## config.mk

```make
export PLATFORM = sky130hd
export DESIGN_NAME = noc_flit_injector
export DESIGN_NICKNAME = d
export VERILOG_FILES = /design/src/rtl/noc_flit_injector.sv
export SDC_FILE = /design/constraint.sdc
export NUM_CORES = 1
export LEC_CHECK = 0
export CAP_MARGIN = 40
export CELL_PAD_IN_SITES_DETAIL_PLACEMENT = 0
export CELL_PAD_IN_SITES_GLOBAL_PLACEMENT = 1
export CORE_ASPECT_RATIO = 0.7
export CORE_UTILIZATION = 30
export DETAILED_ROUTE_END_ITERATION = 12
export PLACE_DENSITY = 0.77
export SYNTH_ARGS = -nofsm -noshare
export SYNTH_HDL_FRONTEND = slang
export SYNTH_SLANG_ARGS = --single-unit
```

## constraint.sdc

```tcl
create_clock -name clk -period 2.1 [get_ports clk]
set_input_delay 0.42 -clock clk [delete_from_list [all_inputs] [get_ports clk]]
set_output_delay 0.42 -clock clk [all_outputs]
set_load 0.01 [all_outputs]
```

## src/rtl/noc_flit_injector.sv

```systemverilog
// Transmit-side NoC interface: turns a packet descriptor plus payload words into
// head/body/tail flits on a valid/ack router port, with ack timeout, retry and abort.
module noc_flit_injector #(
    parameter int unsigned DATA_W      = 32,
    parameter int unsigned DEST_W      = 4,
    parameter int unsigned LEN_W       = 4,
    parameter int unsigned MAX_LEN     = 8,
    parameter int unsigned ACK_TIMEOUT = 16,
    parameter int unsigned MAX_RETRY   = 3
) (
    input  logic                clk,
    input  logic                reset,
    input  logic                pkt_valid,
    input  logic [DEST_W-1:0]   pkt_dest,
    input  logic [LEN_W-1:0]    pkt_len,
    output logic                pkt_ready,
    input  logic [DATA_W-1:0]   word_data,
    input  logic                word_valid,
    output logic                word_ready,
    output logic                flit_valid,
    output logic [DATA_W+1:0]   flit_data,
    input  logic                router_ack,
    input  logic                router_available,
    output logic                pkt_done,
    output logic                err
);

    localparam int unsigned TO_W = $clog2(ACK_TIMEOUT + 1);
    localparam int unsigned RT_W = $clog2(MAX_RETRY + 2);

    localparam logic [1:0] TYPE_HEAD = 2'b01;
    localparam logic [1:0] TYPE_BODY = 2'b10;
    localparam logic [1:0] TYPE_TAIL = 2'b11;

    typedef enum logic [2:0] {
        ST_IDLE,
        ST_SEND,
        ST_WAIT_ACK,
        ST_BACKOFF,
        ST_FETCH
    } state_t;

    state_t             r_state;
    logic [DATA_W+1:0]  r_flit;
    logic [LEN_W-1:0]   r_len;
    logic [LEN_W-1:0]   r_sent_cnt;
    logic [TO_W-1:0]    r_to_cnt;
    logic [RT_W-1:0]    r_retry_cnt;
    logic               r_pkt_done;
    logic               r_err;

    logic               w_len_ok;
    logic [DATA_W-1:0]  w_head;
    logic [LEN_W-1:0]   w_sent_nxt;
    logic               w_is_tail;
    logic               w_timeout;

    // Descriptor validation, head payload and per-flit status decode
    always_comb begin
        w_len_ok                     = (pkt_len != '0) && (pkt_len <= LEN_W'(MAX_LEN));
        w_head                       = '0;
        w_head[LEN_W-1:0]            = pkt_len;
        w_head[DEST_W+LEN_W-1:LEN_W] = pkt_dest;
        w_sent_nxt                   = r_sent_cnt + LEN_W'(1);
        w_is_tail                    = (r_flit[DATA_W+1:DATA_W] == TYPE_TAIL);
        w_timeout                    = (r_to_cnt == TO_W'(ACK_TIMEOUT - 1));
    end

    // Handshake outputs are decoded straight from the state
    assign pkt_ready  = (r_state == ST_IDLE) && !reset;
    assign word_ready = (r_state == ST_FETCH);
    assign flit_valid = (r_state == ST_WAIT_ACK) || ((r_state == ST_SEND) && router_available);
    assign flit_data  = r_flit;
    assign pkt_done   = r_pkt_done;
    assign err        = r_err;

    // Packet serializer FSM; the flit register only reloads on entry to SEND from IDLE/FETCH
    always_ff @(posedge clk) begin
        if (reset) begin
            r_state     <= ST_IDLE;
            r_flit      <= '0;
            r_len       <= '0;
            r_sent_cnt  <= '0;
            r_to_cnt    <= '0;
            r_retry_cnt <= '0;
            r_pkt_done  <= 1'b0;
            r_err       <= 1'b0;
        end else begin
            r_pkt_done <= 1'b0;
            r_err      <= 1'b0;
            case (r_state)
                ST_IDLE: begin
                    if (pkt_valid) begin
                        if (w_len_ok) begin
                            r_len       <= pkt_len;
                            r_flit      <= {TYPE_HEAD, w_head};
                            r_sent_cnt  <= '0;
                            r_retry_cnt <= '0;
                            r_state     <= ST_SEND;
                        end else begin
                            r_err <= 1'b1;
                        end
                    end
                end
                ST_SEND: begin
                    if (router_available) begin
                        r_to_cnt <= '0;
                        r_state  <= ST_WAIT_ACK;
                    end
                end
                ST_WAIT_ACK: begin
                    // An ack in the timeout cycle still completes the flit
                    if (router_ack) begin
                        if (w_is_tail) begin
                            r_pkt_done <= 1'b1;
                            r_state    <= ST_IDLE;
                        end else begin
                            r_state <= ST_FETCH;
                        end
                    end else if (w_timeout) begin
                        if (r_retry_cnt == RT_W'(MAX_RETRY)) begin
                            r_err   <= 1'b1;
                            r_state <= ST_IDLE;
                        end else begin
                            r_retry_cnt <= r_retry_cnt + RT_W'(1);
                            r_state     <= ST_BACKOFF;
                        end
                    end else begin
                        r_to_cnt <= r_to_cnt + TO_W'(1);
                    end
                end
                ST_BACKOFF: begin
                    r_state <= ST_SEND;
                end
                ST_FETCH: begin
                    if (word_valid) begin
                        r_flit      <= {(w_sent_nxt == r_len) ? TYPE_TAIL : TYPE_BODY, word_data};
                        r_sent_cnt  <= w_sent_nxt;
                        r_retry_cnt <= '0;
                        r_state     <= ST_SEND;
                    end
                end
                default: begin
                    r_state <= ST_IDLE;
                end
            endcase
        end
    end

endmodule

```

==> flow_metrics.env <==
export IMPL_finalNetCount=398
export IMPL_synth_top_cell_by_area="sky130_fd_sc_hd__dfxtp_1"
export IMPL_floorplan_rows=26
export IMPL_outcome="completed"
export IMPL_placeableCoreArea_um2=7450
export IMPL_synth_main_ff_cell="sky130_fd_sc_hd__dfxtp_1"
export IMPL_count_of_boundary_i_o_pins=85
export IMPL_detailroute_via_count=2226
export IMPL_post_route_core_utilization=0.484
export IMPL_cp_data_arrival_time_ns=2.25
export IMPL_syn_nets=296
export IMPL_design_die_area_um2=8230
export IMPL_cts_made_buffers=5
export IMPL_layout_cells_most_common="sky130_fd_sc_hd__clkdlybuf4s50_1"
export IMPL_wl_per_cell_um=14.4
export IMPL_pre_cts_slack_ns=-0.158
export IMPL_postLayoutSetupSlackWorst_ns=0.0920
export IMPL_hold_class="reg2reg"
export IMPL_tritoncts_num_sinks=55
export IMPL_area_sequential_um2=1100
export IMPL_setup_worst_path_class="reg2reg"
export IMPL_layout_area_overhead_vs_synth_pct=52.8
export IMPL_routed_wirelength_um=6410
export IMPL_timing_critical_path_cells="ha_1, and3_4, ha_2, or4b_4, a21oi_4, buf_4, nand3b_1, o31ai_1"
export IMPL_post_route_drc_count=0
export IMPL_layout_common_cells="82 x sky130_fd_sc_hd__clkdlybuf4s50_1, 54 x sky130_fd_sc_hd__dfxtp_1, 27 x sky130_fd_sc_hd__buf_4"
export IMPL_synth_edff_count=0
export IMPL_total_inserted_antenna_cells=0
export IMPL_max_cap_viols=0
export IMPL_via_per_inst=5.00
export IMPL_critical_path_slowest_cell="sky130_fd_sc_hd__or4b_4"
export IMPL_path_clk_slew_ns=0.11
export IMPL_dp_hpwl_um=4670
export IMPL_setup_repair_after_global_routing_missed_its_margin="no"
export IMPL_initial_cell_density_of_the_core=0.317
export IMPL_clock_root_buffer="sky130_fd_sc_hd__clkbuf_8"
export IMPL_final_setup_skew_ns=0.00698
export IMPL_power_density_cells_nw_per_um2=572
export IMPL_async_flop_share=0
export IMPL_chip_height_um=76.2
export IMPL_drive_above_1_share=0.138
export IMPL_insertion_delay_ns=0.31
export IMPL_grtUsageTotal=0.164
export IMPL_htree_levels=2
export IMPL_die_width_um=108
export IMPL_worst_slew_margin_relative_to_its_limit=0.675
export IMPL_worst_setup_path_end_kind="flop"
export IMPL_placed_cells_incl_taps=437
export IMPL_grt_remaining_overflow=0
export IMPL_place_congestion=0.761
export IMPL_fin_cells=445
export IMPL_setup_total_negative_slack_ns=0
export IMPL_timing_max_transition_violations_final=0
export IMPL_final_area_um2=3600
export IMPL_cts_tree="done"
export IMPL_vdd_ir_drop_worst_v=0.000304
export IMPL_timing_critical_path_from_type="flop"
export IMPL_ys_seq_area_frac=0.467
export IMPL_leakagePower_nw=1.35
export IMPL_buffer_depth_of_the_longest_clock_path=2
export IMPL_timing_final_setup_violations=0
export IMPL_grt_pass1_wl_um=10700
export IMPL_placed_area_um2=3480
export IMPL_critical_path_max_fanout=4
export IMPL_post_synth_inst_count=244
export IMPL_synth_seq_cells=55
export IMPL_synth_warnings=0
export IMPL_fillerInstances=731
export IMPL_tightest_slew_ns=0.487
export IMPL_route_antenna_remaining_nets=0
export IMPL_critPathRequiredTime_ns=2.34
export IMPL_report_final_hold_viol_count=0
export IMPL_max_clock_freq_mhz=498
export IMPL_period_minus_slack_ns=2.01
export IMPL_antenna_found_initial=0
export IMPL_first_global_vias=2179
export IMPL_synth_top_cells_by_area="sky130_fd_sc_hd__dfxtp_1 47%, sky130_fd_sc_hd__a22o_1 9.3%, sky130_fd_sc_hd__nor3_1 4.2%, sky130_fd_sc_hd__ha_1 3.2%, sky130_fd_sc_hd__a221oi_1 3.0%"
export IMPL_grt_max_degree=28
export IMPL_multiInputGateArea_um2=1170
export IMPL_unique_cell_type_count_in_the_yosys_netlist=44
export IMPL_timing_critical_path_slowest_cell_delay_ns=0.57
export IMPL_detail_route_iter0_violations=123
export IMPL_synth_avg_cell_area_um2=9.67
export IMPL_mapped_area_um2=2360
export IMPL_drt_pre_antenna_iters=4
export IMPL_layout_worst_path_cycle_share=0.956
export IMPL_place_port_buffers=84
export IMPL_synth_top_area_frac=0.467
[routing by layer]
| layer | vias to the layer above | track usage | routed length, µm | share of wire |
|---|---|---|---|---|
| met3 | 6 | 0.0547 | 459 | 0.072 |
| li1 | 1104 | - | - | - |
| met1 | 1048 | 0.234 | 3260 | 0.51 |
| met2 | 68 | 0.234 | 2640 | 0.41 |
| met4 | 0 | 0.0411 | 44 | 0.0069 |
| met5 | - | 0 | 0 | 0 |
[timing repair]
item                       CTS  global route
setup endpoints to repair    2             5
resized for setup            4             5
setup buffers                0             0
hold buffers                 0             0
pin swaps                    0             2
[report_power, final]
group | leakage, nW | switching (W) | internal [W]
Combinational | 0.859 | 0.000146 | 0.000200
Clock | 0.0463 | 0.000379 | 0.000246
Sequential | 0.446 | 0.0000203 | 0.00107
[synth_stat cells, types with 2 or more instances]
| cell type | count |
|---|---|
| sky130_fd_sc_hd__buf_2 | 3 |
| sky130_fd_sc_hd__buf_6 | 3 |
| sky130_fd_sc_hd__nand2b_1 | 5 |
| sky130_fd_sc_hd__a221oi_1 | 8 |
| sky130_fd_sc_hd__and3_1 | 2 |
| sky130_fd_sc_hd__o31ai_1 | 3 |
| sky130_fd_sc_hd__dfxtp_1 | 55 |
| sky130_fd_sc_hd__ha_1 | 6 |
| sky130_fd_sc_hd__nand3_1 | 6 |
| sky130_fd_sc_hd__nand3b_1 | 4 |
| sky130_fd_sc_hd__nor2_1 | 12 |
| sky130_fd_sc_hd__inv_1 | 6 |
| sky130_fd_sc_hd__o32ai_1 | 3 |
| sky130_fd_sc_hd__clkbuf_1 | 12 |
| sky130_fd_sc_hd__nor3_1 | 20 |
| sky130_fd_sc_hd__nor2b_1 | 9 |
| sky130_fd_sc_hd__a21o_1 | 2 |
| sky130_fd_sc_hd__a22o_1 | 25 |
| sky130_fd_sc_hd__nand4b_1 | 4 |
| sky130_fd_sc_hd__a21oi_1 | 11 |
| sky130_fd_sc_hd__nand4_1 | 2 |
| sky130_fd_sc_hd__nand2_1 | 15 |
| sky130_fd_sc_hd__xnor2_1 | 7 |
[state kept, by name, summed over array words and instances (netlist names)]
signal,count
r_to_cnt,5
r_sent_cnt,4
r_len,4
r_retry_cnt,3
pkt_done,1
err,1
flit_data,34
r_state,3
[cell families after synthesis]
| kind of cell | synth area share |
|---|---|
| flip-flops | 0.467 |
| buffers and inverters | 0.0493 |
| AND/OR/NAND/NOR | 0.210 |
| multiplexers | 0.00477 |
| AO/OA/AOI/OAI | 0.208 |
| adder cells (fa/ha/maj) | 0.0318 |
| XOR/XNOR | 0.0297 |
[through the flow]
stage	hold WS, ns	power (W)
floorplan	0.448	0.00126
global placement	0.456	0.00146
detailed placement	0.459	0.00146
CTS	0.482	0.00210
global route	0.506	0.00219
finish	0.480	0.00206
[final cells by class]
cell class	instances	area share
clock inverters	3	0.00764
well taps	98	0.0340
clock buffers	5	0.0191
inverters	6	0.00625
multi-input cells	165	0.326
flip-flops and latches	55	0.306
repair buffers	113	0.301
[path summary, 6_finish.rpt]
| check | start | to | slack [ns] | cells after the start |
|---|---|---|---|---|
| worst min-delay path | r_len[2] | r_len[2] | 0.48 | 2 |
| worst min register to register | r_len[2] | r_len[2] | 0.48 | 2 |
| worst max register to register | r_to_cnt[0] | r_to_cnt[4] | 0.09 | 8 |
| worst max-delay path | r_to_cnt[0] | r_to_cnt[4] | 0.09 | 8 |
[critical path, delay by kind of cell, from the launching register on]
kind,cells,cell delay (ns)
AOI/OAI and AO/OA,2,0.24
DFF,1,0.33
adders and majority gates,2,0.40
buffers and inverters,1,0.14
and+or+nand+nor,3,0.83
(Power assumes the default switching activity.)
